===== src/rtl/ddr5_phy_wrdata_align.sv =====
`default_nettype none
// ============================================================================
//  Module   : ddr5_phy_wrdata_align
//  Purpose  : Delays DFI write data by a programmable write latency and tracks
//             burst framing, flagging truncated bursts and latency changes.
//  Revision : 1.0  initial release
// ============================================================================
module ddr5_phy_wrdata_align #(
  parameter int pDRAM_SIZE = 4
) (
  input  logic                      clk_i,
  input  logic                      rst_i,
  input  logic                      enable_i,
  input  logic                      dfi_wrdata_en_i,
  input  logic [2*pDRAM_SIZE-1:0]   dfi_wrdata_i,
  input  logic [pDRAM_SIZE/4-1:0]   dfi_wrdata_mask_i,
  input  logic [3:0]                wrlat_i,
  input  logic [1:0]                burstlength_i,
  output logic                      wr_en_o,
  output logic [2*pDRAM_SIZE-1:0]   wr_data_o,
  output logic [pDRAM_SIZE/4-1:0]   wr_datamask_o,
  output logic                      busy_o,
  output logic                      burst_err_o,
  output logic                      lat_err_o
);

  localparam int DW    = 2*pDRAM_SIZE;
  localparam int MW    = pDRAM_SIZE/4;
  localparam int DEPTH = 16;

  typedef enum logic [1:0] {
    ST_IDLE   = 2'd0,
    ST_ACTIVE = 2'd1,
    ST_DRAIN  = 2'd2
  } state_t;

  state_t           state_q, state_d;
  logic [3:0]       lat_q, lat_d;
  logic [4:0]       n_q, n_d;
  logic [4:0]       beat_q, beat_d;
  logic             lat_mis_q, lat_mis_d;
  logic [DEPTH-1:1] vld_q, vld_d;
  logic [DW-1:0]    data_q [1:DEPTH-1];
  logic [DW-1:0]    data_d [1:DEPTH-1];
  logic [MW-1:0]    mask_q [1:DEPTH-1];
  logic [MW-1:0]    mask_d [1:DEPTH-1];
  logic             wr_en_q, wr_en_d;
  logic [DW-1:0]    wr_data_q, wr_data_d;
  logic [MW-1:0]    wr_mask_q, wr_mask_d;

  logic             gated_en;
  logic             is_idle;
  logic             lat_cond;
  logic [3:0]       lat_eff;
  logic [4:0]       n_cfg;
  logic [4:0]       n_eff;
  logic [DEPTH-1:0] tap_vld;
  logic [DW-1:0]    tap_data [0:DEPTH-1];
  logic [MW-1:0]    tap_mask [0:DEPTH-1];

  assign gated_en = enable_i & dfi_wrdata_en_i;
  assign is_idle  = (state_q == ST_IDLE);

  // Latency and burst size track the inputs while idle so the first word of a
  // burst already sees the new settings.
  assign lat_eff  = is_idle ? wrlat_i : lat_q;
  assign n_eff    = is_idle ? n_cfg   : n_q;

  always_comb begin
    case (burstlength_i)
      2'b01:   n_cfg = 5'd4;
      2'b10:   n_cfg = 5'd16;
      default: n_cfg = 5'd8;
    endcase
  end

  // Tap 0 is the live gated input; taps 1..15 are the stored delay entries.
  always_comb begin
    tap_vld     = '0;
    tap_vld[0]  = gated_en;
    tap_data[0] = dfi_wrdata_i;
    tap_mask[0] = dfi_wrdata_mask_i;
    for (int k = 1; k < DEPTH; k++) begin
      tap_vld[k]  = vld_q[k];
      tap_data[k] = data_q[k];
      tap_mask[k] = mask_q[k];
    end
  end

  // Entries shifted past the active tap have already been emitted, so their
  // valid bit is dropped; this keeps a later latency change from replaying them.
  always_comb begin
    vld_d = '0;
    for (int k = 1; k < DEPTH; k++) begin
      vld_d[k]  = tap_vld[k-1] && (4'(k) <= lat_eff);
      data_d[k] = tap_data[k-1];
      mask_d[k] = tap_mask[k-1];
    end
  end

  always_comb begin
    wr_en_d   = tap_vld[lat_eff];
    wr_data_d = '0;
    wr_mask_d = '0;
    if (wr_en_d) begin
      wr_data_d = tap_data[lat_eff];
      wr_mask_d = tap_mask[lat_eff];
    end
  end

  always_comb begin
    beat_d = 5'd0;
    if (gated_en && (beat_q != n_eff - 5'd1)) begin
      beat_d = beat_q + 5'd1;
    end
  end

  always_comb begin
    state_d = state_q;
    case (state_q)
      ST_IDLE:   if (gated_en) state_d = ST_ACTIVE;
      ST_ACTIVE: if (!gated_en) state_d = ST_DRAIN;
      ST_DRAIN: begin
        if (gated_en)        state_d = ST_ACTIVE;
        else if (vld_q == '0) state_d = ST_IDLE;
      end
      default:   state_d = ST_IDLE;
    endcase
  end

  always_comb begin
    lat_d     = is_idle ? wrlat_i : lat_q;
    n_d       = n_eff;
    lat_cond  = !is_idle && (wrlat_i != lat_q);
    lat_mis_d = lat_cond;
  end

  always_ff @(posedge clk_i) begin
    if (rst_i) begin
      state_q   <= ST_IDLE;
      lat_q     <= 4'd0;
      n_q       <= 5'd8;
      beat_q    <= 5'd0;
      lat_mis_q <= 1'b0;
      vld_q     <= '0;
      wr_en_q   <= 1'b0;
      wr_data_q <= '0;
      wr_mask_q <= '0;
    end else begin
      state_q   <= state_d;
      lat_q     <= lat_d;
      n_q       <= n_d;
      beat_q    <= beat_d;
      lat_mis_q <= lat_mis_d;
      vld_q     <= vld_d;
      wr_en_q   <= wr_en_d;
      wr_data_q <= wr_data_d;
      wr_mask_q <= wr_mask_d;
    end
  end

  always_ff @(posedge clk_i) begin
    data_q <= data_d;
    mask_q <= mask_d;
  end

  assign wr_en_o       = wr_en_q;
  assign wr_data_o     = wr_data_q;
  assign wr_datamask_o = wr_mask_q;
  assign busy_o        = !is_idle;
  // A nonzero beat count implies the previous cycle was enabled, so this is
  // exactly a falling edge inside a burst.
  assign burst_err_o   = !rst_i && !gated_en && (beat_q != 5'd0);
  assign lat_err_o     = !rst_i && lat_cond && !lat_mis_q;

endmodule
`default_nettype wire


===== config.mk =====
export PLATFORM = sky130hd
export DESIGN_NAME = ddr5_phy_wrdata_align
export DESIGN_NICKNAME = d
export VERILOG_FILES = /design/src/rtl/ddr5_phy_wrdata_align.sv
export SDC_FILE = /design/constraint.sdc
export NUM_CORES = 1
export LEC_CHECK = 0
export ABC_AREA = 1
export BUFFER_PORTS_ARGS = -buffer_cell sky130_fd_sc_hd__buf_4
export CORE_MARGIN = 2
export CORE_UTILIZATION = 55
export DETAILED_ROUTE_END_ITERATION = 16
export GPL_TIMING_DRIVEN = 0
export PLACE_DENSITY = 0.85
export SYNTH_ARGS = -nofsm -noshare
export SYNTH_HDL_FRONTEND = slang
export SYNTH_SLANG_ARGS = --single-unit

===== constraint.sdc =====
create_clock -name clk_i -period 3.1 [get_ports clk_i]
set_input_delay 0.93 -clock clk_i [delete_from_list [all_inputs] [get_ports clk_i]]
set_output_delay 0.93 -clock clk_i [all_outputs]
set_load 0.1 [all_outputs]

==> key figures, run 1 <==
Timing
  – Final Hold Fails: 0
  – Min Tclk post-route: 3.022 ns
  – Final setup fails: 0
  – Worst Tran Pin Value: 0.7033 ns
  – Share of the cycle needed by the critical path after routing: 97.48%
  – Clock skew: 0.008532 ns
  – Max Slew Vio Count: 0
  – Worst slew margin: 53.11%
  – Fmax: 330.9 MHz
  – Setup tns final: 0 ns
  – RSZ-0062 raised after global routing: no
  – Final setup margin: 0.07801 ns

Placed design
  – Gpl congestion: 0.8920
  – I/O Buffers: 31
  – DP Cell Count: 924
  – DPL Wire Length: 9267 µm
  – Placed inst area: 6523 µm²
  – DP Worst Slack: 0.07952 ns

Synthesis
  – Synthesis warning total: 0
  – Syn_area_per_cell: 8.099 µm²
  – Yosys cell types: 30
  – Netlist Area Pre-Place: 6098 µm²
  – Post-Syn Instances: 753
  – Main synth FF type: dfxtp_1
  – #FFs+latches synth: 177
  – Syn Nets: 776
  – Post-synth EDFFs: 0
  – Post-synth ARST share: 0%
  – Post-synthesis sequential area ratio: 58.10%

Job
  – Max Cap Viol: 0

Pwr
  – Max VDD drop: 0.5074 mV
  – Leakage: 3.417 nW
  – Combinational share of power: 10.6%
  – Sequential power share: 48.7%
  – Internal power: 0.003641 W
  – Switching share of power: 27.32%
  – NetSw: 0.001369 W
  – Power Density: 707.0 nW/µm²
  – Clock power share: 40.8%

Critical path
  – Crit path max fanout: 3
  – Critical path capture point type: primary output
  – CP required: 2.17 ns
  – CP arrival: 2.09 ns
  – Crit path launch type: input port
  – Crit Path Class: input port to primary output

Clock tree
  – CTS Sinks: 177
  – TritonCTS clock tree: done
  – CTS buffer count: 17
  – Post-CTS Resized: 0
  – H-tree Lvls: 4
  – Reg clk slew, reported paths: 0.07 ns
  – Cts hold-fix bufs: 0
  – Post-CTS Setup Bufs: 0
  – Root buffer selected by CTS: clkbuf_8
  – Worst-Skew Late Latency: 0.54 ns
  – Clk buf depth: 2

Global route
  – Vias in the first global route: 4725
  – Grt total ovfl: 0
  – Tot GR Track Use: 25.93%
  – Largest net degree at the start of global routing: 18
  – First-pass GRT wire length: 23030 µm
  – Initial antenna violation count: 0

Final layout
  – Layout cells sized above 1: 12.38%
  – Final non-filler cell total: 956
  – Nets: 826
  – Commonest non-fill, non-tap cell in the layout: nand2_1
  – P&R area growth vs syn: 16.19%
  – Diodes inserted: 0
  – Final instance area: 7086 µm²
  – Layout fillers: 877
  – Most frequent cells in the layout: nand2_1 (260), dfxtp_1 (177), inv_1 (74), nor2_1 (61), nand3_1 (58)

Status
  – Outcome: complete, no violations

Floorplanning
  – Core Box Area: 10840 µm²
  – Initial Util: 56.26%
  – I/O pin total: 32
  – Die height: 109.3 µm
  – Die area: 11950 µm²
  – Chip width: 109.3 µm
  – Row cnt: 38

Min path
  – Worst hold path class: flip-flop to flip-flop

Routing
  – DRC: 0
  – Antenna Violating Nets Remaining: 0
  – Post-DR wirelength/cell: 14.99 µm
  – First-pass DRT Iterations: 5
  – Drt total wl: 14330 µm
  – DR iter-0 viols: 406
  – Vias: 4925
  – Via-to-Cell Ratio: 5.152
[per-layer routing]
metal | GRT usage, % | vias up | wire length (µm)
met2 | 44.76 | 205 | 6998
met1 | 30.30 | 2237 | 5898
met4 | 11.93 | 0 | 467
met5 | 0 | - | 0
met3 | 6.580 | 50 | 970
li1 | - | 2433 | -
[worst paths after layout]
path / start / to / slack [ns] / depth (start not counted)
worst min-delay path: data_d[21] / data_d[13] / 0.35 / 0
worst max-delay path: wrlat_i[0] / lat_err_o / 0.08 / 5
worst max register to register: state_q[1] / wr_data_o[0] / 0.85 / 11
worst min register to register: data_d[21] / data_d[13] / 0.35 / 0
[critical path, cell delays in order]
cell and delay (ns):
buf_4 0.12, xor2_1 0.14, nor4_1 0.61, nor4_4 0.04, buf_4 0.25
[power groups by stage]
stage | Clock (W) | Combinational, W | Sequential (W)
finish | 0.00204 | 0.000529 | 0.00244
global route | 0.00217 | 0.000582 | 0.00245
CTS | 0.00205 | 0.000524 | 0.00244
detailed placement | 0 | 0.000514 | 0.00249
global placement | 0 | 0.000506 | 0.00248
floorplan | 0 | 0.000329 | 0.00251
[layout make-up]
| type | instances | area [µm²] | share of cell area, % |
|---|---|---|---|
| Sequential cell | 177 | 3543 | 50.01 |
| Clock inverter | 14 | 145.1 | 2.048 |
| Inverter | 76 | 285.3 | 4.026 |
| Clock buffer | 18 | 417.9 | 5.898 |
| Multi-Input combinational cell | 473 | 2136 | 30.14 |
| Buffer | 27 | 150.1 | 2.119 |
| Tap cell | 140 | 175.2 | 2.472 |
| Timing Repair Buffer | 31 | 232.7 | 3.284 |
[per-stage QoR]
step / util [%] / power (W) / hold slack [ns]
floorplan: - / 0.002837 / 0.3259
global placement: 60.17 / 0.002988 / 0.3278
detailed placement: 60.17 / 0.003001 / 0.3313
CTS: 65.36 / 0.005010 / 0.3451
global route: 65.36 / 0.005203 / 0.3534
finish: 65.36 / 0.005009 / 0.3480
[cell usage after synthesis, types with 3 or more instances]
library cell  instances  share of area, %
nand2_1             260                16
inv_1                74               4.6
xor2_1                8               1.1
o21ai_1              19               1.6
a21oi_1               3              0.25
nand2_4               3              0.55
nor3_1                5              0.41
nand2_2               5              0.51
dfxtp_1             177                58
buf_2                14               1.1
nor4_1                6              0.62
o21ai_0              23               1.9
nor2_1               61               3.8
o211ai_1              3              0.37
buf_4                 4              0.49
nor2_2                3              0.31
nand3_1              58               4.8
ha_1                  4              0.82
clkbuf_1              7              0.43
[flip-flops by register name, summed over array words and instances, names as in the netlist, 2 cells and up]
name	cells
wr_data_o	8
beat_q	5
vld_q	15
data_q	8
state_q	2
data_d	112
n_q	5
lat_q	4
mask_d	14
[cells by family (layout without fill, tap and decap cells)]
family                     after synthesis  in the layout  share of synthesized area [%]
and+or+nand+nor                        403            403                          27.29
AOI/OAI and AO/OA                       56             56                          5.232
adders and majority gates                4              4                         0.8207
xor gates and xnor gates                10             10                          1.436
buffers and inverters                  103            166                          7.120
DFF                                    177            177                          58.10
(Power assumes the default switching activity.)
==> inputs of run 2 (changes only) <==
--- a/config.mk
+++ b/config.mk
@@ -7,6 +7,7 @@
 export LEC_CHECK = 0
 export ABC_AREA = 1
 export BUFFER_PORTS_ARGS = -buffer_cell sky130_fd_sc_hd__buf_4
+export CORE_ASPECT_RATIO = 1.25
 export CORE_MARGIN = 2
 export CORE_UTILIZATION = 55
 export DETAILED_ROUTE_END_ITERATION = 16
==> run 2 against run 1 <==
  * Maximum frequency decreased by 0.13%
  * First-iteration DRC count is 4.9% lower
  * Critical path depth did not move
  * Cell count down 0.52%
  * Sequential share of layout area decreased by 0.15 points
  * Worst setup slack got worse by 0.0038 ns
  * Global-route usage is 1.3 points lower
  * Routed wire length about the same
  * Sequential power hardly changed
  * Clock skew is 0.0034 ns higher
  * Utilization is 0.61 points lower
  * Clock-buffer cell count is 2 higher
  * Critical endpoint unchanged
==> key figures, run 2 (synthesis results as in run 1) <==
Status
  – Outcome: complete, no violations

Routing
  – First-pass DRT Iterations: 5
  – Post-DR wirelength/cell: 15.07 µm
  – Antenna Violating Nets Remaining: 0
  – Drt total wl: 14330 µm
  – DRC: 0
  – Via-to-Cell Ratio: 5.216
  – Vias: 4960
  – DR iter-0 viols: 386

Clock tree
  – TritonCTS clock tree: done
  – Post-CTS Resized: 0
  – Cts hold-fix bufs: 0
  – Reg clk slew, reported paths: 0.06 ns
  – Post-CTS Setup Bufs: 0
  – Root buffer selected by CTS: clkbuf_16
  – Clk buf depth: 2
  – CTS Sinks: 177
  – CTS buffer count: 17
  – H-tree Lvls: 4
  – Worst-Skew Late Latency: 0.44 ns

Floorplanning
  – Row cnt: 43
  – Die area: 11950 µm²
  – Die height: 121.7 µm
  – Core Box Area: 10980 µm²
  – Initial Util: 55.56%
  – I/O pin total: 32
  – Chip width: 98.18 µm

Critical path
  – Crit path launch type: input port
  – Crit path buf inv count: 2
  – Crit Path Class: input port to primary output
  – CP arrival: 2.10 ns
  – Worst path most repeated cell: buf_4
  – Crit-path max cell delay: 0.61 ns
  – Cell breakdown of the critical path: buf_4 > xor2_1 > nor4_1 > nor4_4 > buf_4
  – Crit path max fanout: 3
  – Slowest-stage cell, CP: nor4_1
  – CP top delay family: simple AND/OR/NAND/NOR gates
  – CP required: 2.17 ns
  – Critical path capture point type: primary output

Timing
  – Max Slew Vio Count: 0
  – Fmax: 330.5 MHz
  – RSZ-0062 raised after global routing: no
  – Min Tclk post-route: 3.026 ns
  – Worst slew margin: 55.20%
  – Worst Tran Pin Value: 0.6659 ns
  – Final setup fails: 0
  – Setup tns final: 0 ns
  – Final setup margin: 0.07421 ns
  – Clock skew: 0.01190 ns
  – Final Hold Fails: 0
  – Share of the cycle needed by the critical path after routing: 97.61%

Pwr
  – Combinational share of power: 10.4%
  – Clock power share: 41.6%
  – Leakage: 3.431 nW
  – Switching share of power: 25.67%
  – Max VDD drop: 0.5638 mV
  – NetSw: 0.001304 W
  – Internal power: 0.003776 W
  – Sequential power share: 48.0%
  – Power Density: 714.8 nW/µm²

Final layout
  – Final instance area: 7107 µm²
  – Commonest non-fill, non-tap cell in the layout: nand2_1
  – Final non-filler cell total: 951
  – Final Util: 64.75%
  – Most frequent cells in the layout: nand2_1 (260), dfxtp_1 (177), inv_1 (74), nor2_1 (61), nand3_1 (58)
  – Nets: 826
  – Max reg flops: 112
  – Layout cells sized above 1: 12.38%
  – Diodes inserted: 0
  – P&R area growth vs syn: 16.54%

Global route
  – Largest net degree at the start of global routing: 17
  – Vias in the first global route: 4783
  – Tot GR Track Use: 24.59%
  – Initial antenna violation count: 0
  – First-pass GRT wire length: 22600 µm
  – Grt total ovfl: 0

Placed design
  – Placed inst area: 6516 µm²
  – DP Worst Slack: 0.09024 ns
  – DP Cell Count: 919
  – DPL Wire Length: 9385 µm
  – Gpl congestion: 0.8390
  – I/O Buffers: 31

Job
  – Max Cap Viol: 0

Min path
  – Worst hold path class: flip-flop to flip-flop
run 2: cell types whose count changed in the layout (fill, tap and decap cells not counted):
cell and change:
bufinv_16 +1, clkbuf_16 +1, clkinv_4 +2, inv_8 -3, clkinv_2 +2, clkbuf_8 +1
inv_6 -4
run 2: area by class of cell:
class                      instances  area [µm²]
tap                              135       168.9
clock buffer                      20       456.7
inverter                          76       285.3
multi-input combinational        473        2136
sequential                       177        3543
timing repair buffer              31       232.7
fill                             908        3869
buffer                            27       150.1
clock inverter                    12       133.9
run 2: power groups by stage:
stage / sequential [W] / combinational [W] / clock, W
floorplan: 0.00251 / 0.000329 / 0
global placement: 0.00248 / 0.000504 / 0
detailed placement: 0.00249 / 0.000511 / 0
CTS: 0.00244 / 0.000521 / 0.00211
global route: 0.00245 / 0.000580 / 0.00222
finish: 0.00244 / 0.000528 / 0.00211
run 2: through the flow:
step                power [W]  hold slack [ns]
global placement     0.002985           0.3267
global route         0.005246           0.3508
detailed placement   0.002998           0.3349
finish               0.005080           0.3464
floorplan            0.002837           0.3259
CTS                  0.005070           0.3485
run 2: path summary, 6_finish.rpt:
kind,start,to,slack (ns),cells past startpoint
worst min-delay path,data_d[107],data_d[99],0.35,0
worst max register to register,state_q[1],wr_data_o[0],0.88,11
worst min register to register,data_d[107],data_d[99],0.35,0
worst max-delay path,wrlat_i[0],lat_err_o,0.07,5
run 2: per-layer routing:
metal	routed length (µm)	global-route usage, %	vias up
met3	823	5.795	47
met4	667	14.30	0
met2	7113	42.59	200
met1	5724	27.72	2283
met5	0	0	-
li1	-	-	2430
